## src/rtl/hazard_pkg.sv

```systemverilog
// Shared types for the pipeline hazard/forwarding controller.
package hazard_pkg;

   // Operand source select for the E-stage ALU inputs
   typedef enum logic [1:0] {
      FWD_RF = 2'b00,
      FWD_W  = 2'b01,
      FWD_M  = 2'b10
   } fwd_sel_t;

   // Multiply/divide unit occupancy state
   typedef enum logic [0:0] {
      IDLE = 1'b0,
      BUSY = 1'b1
   } mdu_state_t;

endpackage : hazard_pkg

```

## src/rtl/hazard_ctrl_if.sv

```systemverilog
// Pipeline <-> hazard controller signal bundle.
interface hazard_ctrl_if #(
   parameter int unsigned REGW = 5,
   parameter int unsigned CNTW = 16
);
   // Source/destination register addresses
   logic [REGW-1:0] rsD;
   logic [REGW-1:0] rtD;
   logic [REGW-1:0] rsE;
   logic [REGW-1:0] rtE;
   logic [REGW-1:0] writeregE;
   logic [REGW-1:0] writeregM;
   logic [REGW-1:0] writeregW;

   // Pipeline control status
   logic            regwriteE;
   logic            regwriteM;
   logic            regwriteW;
   logic            memtoregE;
   logic            memtoregM;
   logic            branchD;
   logic            mdustartE;
   logic            mduuseD;
   logic            dmemreqM;
   logic            dmemreadyM;

   // Controller decisions
   logic            forwardaD;
   logic            forwardbD;
   logic [1:0]      forwardaE;
   logic [1:0]      forwardbE;
   logic            stallF;
   logic            stallD;
   logic            stallE;
   logic            stallM;
   logic            flushE;
   logic            flushW;
   logic            mdubusy;
   logic [CNTW-1:0] stallcount;

   // Pipeline side
   modport master (
      output rsD, rtD, rsE, rtE, writeregE, writeregM, writeregW,
      output regwriteE, regwriteM, regwriteW, memtoregE, memtoregM,
      output branchD, mdustartE, mduuseD, dmemreqM, dmemreadyM,
      input  forwardaD, forwardbD, forwardaE, forwardbE,
      input  stallF, stallD, stallE, stallM, flushE, flushW,
      input  mdubusy, stallcount
   );

   // Hazard controller side
   modport slave (
      input  rsD, rtD, rsE, rtE, writeregE, writeregM, writeregW,
      input  regwriteE, regwriteM, regwriteW, memtoregE, memtoregM,
      input  branchD, mdustartE, mduuseD, dmemreqM, dmemreadyM,
      output forwardaD, forwardbD, forwardaE, forwardbE,
      output stallF, stallD, stallE, stallM, flushE, flushW,
      output mdubusy, stallcount
   );

endinterface : hazard_ctrl_if

```

## src/rtl/hazard_ctrl_mdu_tracker.sv

```systemverilog
// Tracks an in-flight multi-cycle multiply/divide and reports busy.
module mdu_tracker
   import hazard_pkg::*;
#(
   parameter int unsigned MDU_LAT = 4
) (
   input  logic clk,
   input  logic reset,
   input  logic i_start,
   input  logic i_stall_e,
   output logic o_busy
);

   localparam int unsigned   CW   = $clog2(MDU_LAT);
   localparam logic [CW-1:0] LOAD = CW'(MDU_LAT - 1);

   mdu_state_t    r_state;
   mdu_state_t    w_state_nxt;
   logic [CW-1:0] r_cnt;
   logic [CW-1:0] w_cnt_nxt;

   // State and down-counter registers
   always_ff @(posedge clk or posedge reset) begin
      if (reset) begin
         r_state <= IDLE;
         r_cnt   <= '0;
      end else begin
         r_state <= w_state_nxt;
         r_cnt   <= w_cnt_nxt;
      end
   end

   // Next state: issue only when E advances; count runs regardless of memory stalls
   always_comb begin
      w_state_nxt = r_state;
      w_cnt_nxt   = r_cnt;
      case (r_state)
         IDLE: begin
            if (i_start && !i_stall_e) begin
               w_state_nxt = BUSY;
               w_cnt_nxt   = LOAD;
            end
         end
         BUSY: begin
            w_cnt_nxt = r_cnt - CW'(1);
            if (r_cnt == CW'(1)) begin
               w_state_nxt = IDLE;
            end
         end
         default: begin
            w_state_nxt = IDLE;
            w_cnt_nxt   = '0;
         end
      endcase
   end

   assign o_busy = (r_state == BUSY);

endmodule : mdu_tracker

```

## src/rtl/hazard_ctrl.sv

```systemverilog
// Hazard detection, forwarding select, stall/flush resolution and stall counter
// for the 5-stage MIPS pipeline.
module hazard_ctrl
   import hazard_pkg::*;
#(
   parameter int unsigned REGW    = 5,
   parameter int unsigned MDU_LAT = 4,
   parameter int unsigned CNTW    = 16
) (
   input  logic         clk,
   input  logic         reset,
   hazard_ctrl_if.slave hif
);

   logic            w_lwstall;
   logic            w_brstall;
   logic            w_memstall;
   logic            w_mdustall;
   logic            w_mdubusy;
   logic            w_stall_f;
   logic            w_stall_d;
   logic            w_stall_e;
   logic            w_stall_m;
   logic            w_flush_e;
   logic            w_flush_w;
   fwd_sel_t        w_fwd_ae;
   fwd_sel_t        w_fwd_be;
   logic [CNTW-1:0] r_stallcount;

   // MDU occupancy tracker
   mdu_tracker #(
      .MDU_LAT (MDU_LAT)
   ) u_mdu_tracker (
      .clk       (clk),
      .reset     (reset),
      .i_start   (hif.mdustartE),
      .i_stall_e (w_stall_e),
      .o_busy    (w_mdubusy)
   );

   // E-stage forwarding: M result wins over W, register 0 never forwards
   always_comb begin
      w_fwd_ae = FWD_RF;
      w_fwd_be = FWD_RF;
      if (hif.rsE != '0 && hif.regwriteM && hif.rsE == hif.writeregM) begin
         w_fwd_ae = FWD_M;
      end else if (hif.rsE != '0 && hif.regwriteW && hif.rsE == hif.writeregW) begin
         w_fwd_ae = FWD_W;
      end
      if (hif.rtE != '0 && hif.regwriteM && hif.rtE == hif.writeregM) begin
         w_fwd_be = FWD_M;
      end else if (hif.rtE != '0 && hif.regwriteW && hif.rtE == hif.writeregW) begin
         w_fwd_be = FWD_W;
      end
   end

   assign hif.forwardaE = w_fwd_ae;
   assign hif.forwardbE = w_fwd_be;
   assign hif.forwardaD = (hif.rsD != '0) && hif.regwriteM && (hif.rsD == hif.writeregM);
   assign hif.forwardbD = (hif.rtD != '0) && hif.regwriteM && (hif.rtD == hif.writeregM);

   // Raw hazard terms
   always_comb begin
      w_lwstall  = hif.memtoregE && (hif.rtE != '0) &&
                   ((hif.rtE == hif.rsD) || (hif.rtE == hif.rtD));
      w_brstall  = hif.branchD &&
                   ((hif.regwriteE && (hif.writeregE != '0) &&
                     ((hif.writeregE == hif.rsD) || (hif.writeregE == hif.rtD))) ||
                    (hif.memtoregM && (hif.writeregM != '0) &&
                     ((hif.writeregM == hif.rsD) || (hif.writeregM == hif.rtD))));
      w_memstall = hif.dmemreqM && !hif.dmemreadyM;
      w_mdustall = hif.mduuseD && w_mdubusy;
   end

   // Stall/flush priority: reset, then memory wait freezes everything, then D-stage hazards
   always_comb begin
      w_stall_f = 1'b0;
      w_stall_d = 1'b0;
      w_stall_e = 1'b0;
      w_stall_m = 1'b0;
      w_flush_e = 1'b0;
      w_flush_w = 1'b0;
      if (reset) begin
         w_flush_e = 1'b1;
         w_flush_w = 1'b1;
      end else if (w_memstall) begin
         w_stall_f = 1'b1;
         w_stall_d = 1'b1;
         w_stall_e = 1'b1;
         w_stall_m = 1'b1;
         w_flush_w = 1'b1;
      end else if (w_lwstall || w_brstall || w_mdustall) begin
         w_stall_f = 1'b1;
         w_stall_d = 1'b1;
         w_flush_e = 1'b1;
      end
   end

   assign hif.stallF  = w_stall_f;
   assign hif.stallD  = w_stall_d;
   assign hif.stallE  = w_stall_e;
   assign hif.stallM  = w_stall_m;
   assign hif.flushE  = w_flush_e;
   assign hif.flushW  = w_flush_w;
   assign hif.mdubusy = w_mdubusy;

   // Saturating count of fetch-stall cycles
   always_ff @(posedge clk or posedge reset) begin
      if (reset) begin
         r_stallcount <= '0;
      end else if (w_stall_f && (r_stallcount != '1)) begin
         r_stallcount <= r_stallcount + CNTW'(1);
      end
   end

   assign hif.stallcount = r_stallcount;

endmodule : hazard_ctrl

```

## src/flat_wrapper.sv

```systemverilog
// flat-port wrapper written by rule: the top's interface ports become plain ports
module hazard_ctrl_flat import hazard_pkg::*;
#(
   parameter int unsigned REGW    = 5,
   parameter int unsigned MDU_LAT = 4,
   parameter int unsigned CNTW    = 16
)
  (clk, reset, hif_rsD, hif_rtD, hif_rsE, hif_rtE, hif_writeregE, hif_writeregM, hif_writeregW, hif_regwriteE, hif_regwriteM, hif_regwriteW, hif_memtoregE, hif_memtoregM, hif_branchD, hif_mdustartE, hif_mduuseD, hif_dmemreqM, hif_dmemreadyM, hif_forwardaD, hif_forwardbD, hif_forwardaE, hif_forwardbE, hif_stallF, hif_stallD, hif_stallE, hif_stallM, hif_flushE, hif_flushW, hif_mdubusy, hif_stallcount);
  hazard_ctrl_if #(.REGW(REGW), .CNTW(CNTW)) hif_i ();
  input  logic clk;
  input  logic reset;
  input wire logic [$bits(hif_i.rsD)-1:0] hif_rsD;
  input wire logic [$bits(hif_i.rtD)-1:0] hif_rtD;
  input wire logic [$bits(hif_i.rsE)-1:0] hif_rsE;
  input wire logic [$bits(hif_i.rtE)-1:0] hif_rtE;
  input wire logic [$bits(hif_i.writeregE)-1:0] hif_writeregE;
  input wire logic [$bits(hif_i.writeregM)-1:0] hif_writeregM;
  input wire logic [$bits(hif_i.writeregW)-1:0] hif_writeregW;
  input wire logic [$bits(hif_i.regwriteE)-1:0] hif_regwriteE;
  input wire logic [$bits(hif_i.regwriteM)-1:0] hif_regwriteM;
  input wire logic [$bits(hif_i.regwriteW)-1:0] hif_regwriteW;
  input wire logic [$bits(hif_i.memtoregE)-1:0] hif_memtoregE;
  input wire logic [$bits(hif_i.memtoregM)-1:0] hif_memtoregM;
  input wire logic [$bits(hif_i.branchD)-1:0] hif_branchD;
  input wire logic [$bits(hif_i.mdustartE)-1:0] hif_mdustartE;
  input wire logic [$bits(hif_i.mduuseD)-1:0] hif_mduuseD;
  input wire logic [$bits(hif_i.dmemreqM)-1:0] hif_dmemreqM;
  input wire logic [$bits(hif_i.dmemreadyM)-1:0] hif_dmemreadyM;
  output wire logic [$bits(hif_i.forwardaD)-1:0] hif_forwardaD;
  output wire logic [$bits(hif_i.forwardbD)-1:0] hif_forwardbD;
  output wire logic [$bits(hif_i.forwardaE)-1:0] hif_forwardaE;
  output wire logic [$bits(hif_i.forwardbE)-1:0] hif_forwardbE;
  output wire logic [$bits(hif_i.stallF)-1:0] hif_stallF;
  output wire logic [$bits(hif_i.stallD)-1:0] hif_stallD;
  output wire logic [$bits(hif_i.stallE)-1:0] hif_stallE;
  output wire logic [$bits(hif_i.stallM)-1:0] hif_stallM;
  output wire logic [$bits(hif_i.flushE)-1:0] hif_flushE;
  output wire logic [$bits(hif_i.flushW)-1:0] hif_flushW;
  output wire logic [$bits(hif_i.mdubusy)-1:0] hif_mdubusy;
  output wire logic [$bits(hif_i.stallcount)-1:0] hif_stallcount;
  assign hif_i.rsD = hif_rsD;
  assign hif_i.rtD = hif_rtD;
  assign hif_i.rsE = hif_rsE;
  assign hif_i.rtE = hif_rtE;
  assign hif_i.writeregE = hif_writeregE;
  assign hif_i.writeregM = hif_writeregM;
  assign hif_i.writeregW = hif_writeregW;
  assign hif_i.regwriteE = hif_regwriteE;
  assign hif_i.regwriteM = hif_regwriteM;
  assign hif_i.regwriteW = hif_regwriteW;
  assign hif_i.memtoregE = hif_memtoregE;
  assign hif_i.memtoregM = hif_memtoregM;
  assign hif_i.branchD = hif_branchD;
  assign hif_i.mdustartE = hif_mdustartE;
  assign hif_i.mduuseD = hif_mduuseD;
  assign hif_i.dmemreqM = hif_dmemreqM;
  assign hif_i.dmemreadyM = hif_dmemreadyM;
  assign hif_forwardaD = hif_i.forwardaD;
  assign hif_forwardbD = hif_i.forwardbD;
  assign hif_forwardaE = hif_i.forwardaE;
  assign hif_forwardbE = hif_i.forwardbE;
  assign hif_stallF = hif_i.stallF;
  assign hif_stallD = hif_i.stallD;
  assign hif_stallE = hif_i.stallE;
  assign hif_stallM = hif_i.stallM;
  assign hif_flushE = hif_i.flushE;
  assign hif_flushW = hif_i.flushW;
  assign hif_mdubusy = hif_i.mdubusy;
  assign hif_stallcount = hif_i.stallcount;
  hazard_ctrl #(.REGW(REGW), .MDU_LAT(MDU_LAT), .CNTW(CNTW)) u_core (.clk(clk), .reset(reset), .hif(hif_i));
endmodule
```

## config.mk

```make
export PLATFORM = sky130hd
export DESIGN_NAME = hazard_ctrl_flat
export DESIGN_NICKNAME = d
export VERILOG_FILES = /design/src/rtl/hazard_pkg.sv /design/src/rtl/hazard_ctrl_if.sv /design/src/rtl/hazard_ctrl_mdu_tracker.sv /design/src/rtl/hazard_ctrl.sv /design/src/flat_wrapper.sv
export SDC_FILE = /design/constraint.sdc
export NUM_CORES = 1
export LEC_CHECK = 0
export ABC_CLOCK_PERIOD_IN_PS = 3800
export CAP_MARGIN = 0
export CORE_MARGIN = 2
export CORE_UTILIZATION = 42
export CTS_CLUSTER_SIZE = 30
export DETAILED_ROUTE_END_ITERATION = 8
export GPL_TIMING_DRIVEN = 0
export PLACE_DENSITY = 0.79
export SLEW_MARGIN = 20
export SYNTH_ARGS = -nofsm -noshare
export SYNTH_HDL_FRONTEND = slang
export SYNTH_SLANG_ARGS = --single-unit
```

## constraint.sdc

```tcl
create_clock -name clk -period 3.8 [get_ports clk]
set_input_delay 0.38 -clock clk [delete_from_list [all_inputs] [get_ports clk]]
set_output_delay 0.38 -clock clk [all_outputs]
set_load 0.02 [all_outputs]
```

==> impl_metrics.csv <==
group,metric,value,unit
cts,clkTransAtPathRegs,70,ps
drt,ant_nets,0,
logic_synthesis,avgSynthCellArea,8.80,um^2
drt,detail_route.first_pass.iterations,4,
global_routing,grt_pass1_vias,1585,
logic_synthesis,synthMuxAreaShare,3.07,%
die,start_util,44.2,%
critical_path,worst-setup-path-type,"input pin to output port",
sta,finalHoldViolCount,0,
pwr,switching_power,0.318,mW
pwr,cellPowerDensity,340,nW/um^2
drt,initialDrtViolationCount,77,
pwr,p_leak,1.04,nW
sta,relSlewSlack,47.1,%
critical_path,cp.required,3420,ps
cts,cts_buffers,3,
sta,timing.fmax,304,MHz
cts,cts.sinks,19,
finish,diodes,0,
cts,cts_hold_buf,0,
logic_synthesis,synth_cell_types,38,
die,die_h,69.4,um
logic_synthesis,synth-async-reset-ratio,100,%
die,num_rows,23,
placement,place_inst,318,
logic_synthesis,synth_edf_count,0,
sta,rsz0062_at_grt,"false",
logic_synthesis,synth-xor-area-share,30.3,%
cts,ctsResizeCount,0,
pwr,swShare,36.8,%
die,core,4060,um^2
global_routing,grt_pass1_wl,7.47,mm
sta,hold_ws,323,ps
placement,dp.final_hpwl,3.60,mm
global_routing,grt_max_degree,23,
logic_synthesis,ys_ff_latch,19,
drt,drt-total-wl,4.44,mm
finish,synthToLayoutAreaGrowth,41.8,%
cts,cts_tree,"done",
critical_path,crit_chain,"clkdlybuf4s50_1 > xor2_1 > nor3_1 > nand3_1 > a21o_1 > and4_1 > buf_6 > buf_8 > nor2_1 > buf_4 > clkdlybuf4s50_1",
cts,clock_path_buffers,2,
cts,cts_setup_buffers,0,
die,ioPinCount,76,
logic_synthesis,syn_inst,204,
critical_path,slowest_delay,590,ps
cts,cts_root_buffer,"clkbuf_8",
finish,layout-drive-gt1-share,10.7,%
finish,final.fill_count,375,
pwr,clockPowerShare,16.4,%
drt,via_per_inst,5.13,
job,drv_cap,0,
logic_synthesis,yosysSeqAreaShare,26.5,%
pwr,pwr-share-seq,35.1,%
logic_synthesis,synth_top_family_by_area,"XOR/XNOR gates",
cts,h-tree-depth,1,
sta,layout_min_cycle_time,3290,ps
global_routing,overflow,0,
critical_path,cp_max_fo,10,
drt,routed-via-count,1653,
logic_synthesis,synthSimpleGateAreaFrac,26.3,%
drt,drt-wirelength-per-cell,13.8,um
finish,regArea,475,um^2
logic_synthesis,yosysWarningCount,0,
logic_synthesis,syn_nets,253,
finish,fin_util,62.7,%
critical_path,setup.worst_path.end_class,"output port",
pwr,combPwrFrac,48.4,%
cts,insertion_delay,260,ps
critical_path,critPathSlowestCell,"clkdlybuf4s50_1",
sta,clock_skew,3.43,ps
critical_path,startpoint_type,"input pin",
finish,final_common_cell,"clkdlybuf4s50_1",
die,dieArea,4810,um^2
critical_path,arrival,2910,ps
logic_synthesis,syn-cell-area,1790,um^2
placement,pre_cts_ws,475,ps
finish,nNetsFinal,322,
finish,multiInputGateArea,1190,um^2
sta,fin_crit_sh,86.6,%
logic_synthesis,synth-main-ff-cell,"dfrtp_1",
hold_path,hold_class,"input pin to async pin",
sta,setup_slack,510,ps
sta,worst_slew_pin_slew,793,ps
global_routing,antenna_found_initial,0,
logic_synthesis,synth_compound_area_share,5.37,%
sta,tns,0,ps
run_status,status,"complete, no violations",
placement,gp_congestion,0.852,
critical_path,crit_top_cell,"clkdlybuf4s50_1",
global_routing,grt.total_usage,18.5,%
pwr,intPower,0.547,mW
sta,maxSlewViolCount,0,
sta,setup_viol,0,
logic_synthesis,synthAdderAreaFrac,1.39,%
finish,finalNonFillerCells,322,
placement,io_buffers,64,
drt,post-route-drc-count,0,
finish,final_cell_mix,"64 x clkdlybuf4s50_1, 42 x xnor2_1, 20 x xor2_1",
die,die_w,69.4,um
pwr,vdd_drop_max,0.000297,V
[Yosys cell counts (3+ instances only)]
master	number	area, um^2
nor2_1	15	56.3
dfrtp_1	19	475
nand4_1	5	31.3
buf_4	4	30.0
mux2_4	3	45.0
nand3_1	16	80.1
nand2_1	17	63.8
and3_1	8	50.1
xnor2_1	42	368
buf_2	6	30.0
nor3_1	6	30.0
or4_1	5	37.5
buf_6	4	45.0
xor2_1	20	175
o21ai_0	4	20.0
[final cells by class]
type | count | share of cell area (%)
repair buffers | 64 | 25.2
clock buffers | 3 | 1.62
well taps | 50 | 2.46
inverters | 2 | 0.295
plain buffers | 15 | 4.72
flip-flops and latches | 19 | 18.7
clock inverters | 1 | 0.197
multi-input cells | 168 | 46.8
[sequential cells by signal, summed over array words and instances (netlist names)]
name and cells:
u_core.hif.stallcount 16, u_core.u_mdu_tracker.o_busy 1, u_core.u_mdu_tracker.r_cnt 2
[per-layer routing]
metal	global-route usage (%)	part of all wire, %
met5	0	0
met4	3.92	1.1
met3	3.20	5.7
met2	31.3	48
met1	24.8	45
[stage by stage]
| step | total power, mW | cell area, um^2 |
|---|---|---|
| after floorplan | 0.547 | 1790 |
| after global placement | 0.719 | 2500 |
| after detailed placement | 0.728 | 2500 |
| after CTS | 0.874 | 2540 |
| after global routing | 0.923 | 2540 |
| final | 0.866 | 2540 |
[power groups by stage]
stage / registers [mW] / clock network, mW / logic, mW
floorplan: 0.344 / 0 / 0.204
global placement: 0.306 / 0 / 0.413
detailed placement: 0.308 / 0 / 0.420
CTS: 0.304 / 0.147 / 0.423
global route: 0.315 / 0.154 / 0.455
finish: 0.304 / 0.142 / 0.419
[kinds of logic after synthesis]
family	Yosys count
buf+inv	17
mux	4
flops	19
xor+xnor	62
simple gates	87
compound gates	13
fa+ha+maj	2
[worst max-delay path: cells and delay by family]
kind | cells | cell delay, ps
AOI/OAI and AO/OA | 1 | 190
buffers and inverters | 5 | 1520
xor gates and xnor gates | 1 | 190
and+or+nand+nor | 4 | 620
[path summary, 6_finish.rpt]
kind,startpoint,endpoint,slack (ps),cells past startpoint
worst min-delay path,reset,u_core.hif.stallcount[5],320,2
worst min register to register,u_core.hif.stallcount[8],u_core.hif.stallcount[8],490,1
worst max register to register,u_core.hif.stallcount[0],u_core.hif.stallcount[1],1390,7
min in group clk,u_core.hif.stallcount[8],u_core.hif.stallcount[8],490,1
max in group asynchronous,reset,u_core.hif.stallcount[1],2980,2
worst max-delay path,hif_rtD[2],hif_stallF,510,11
(Power assumes the default switching activity.)
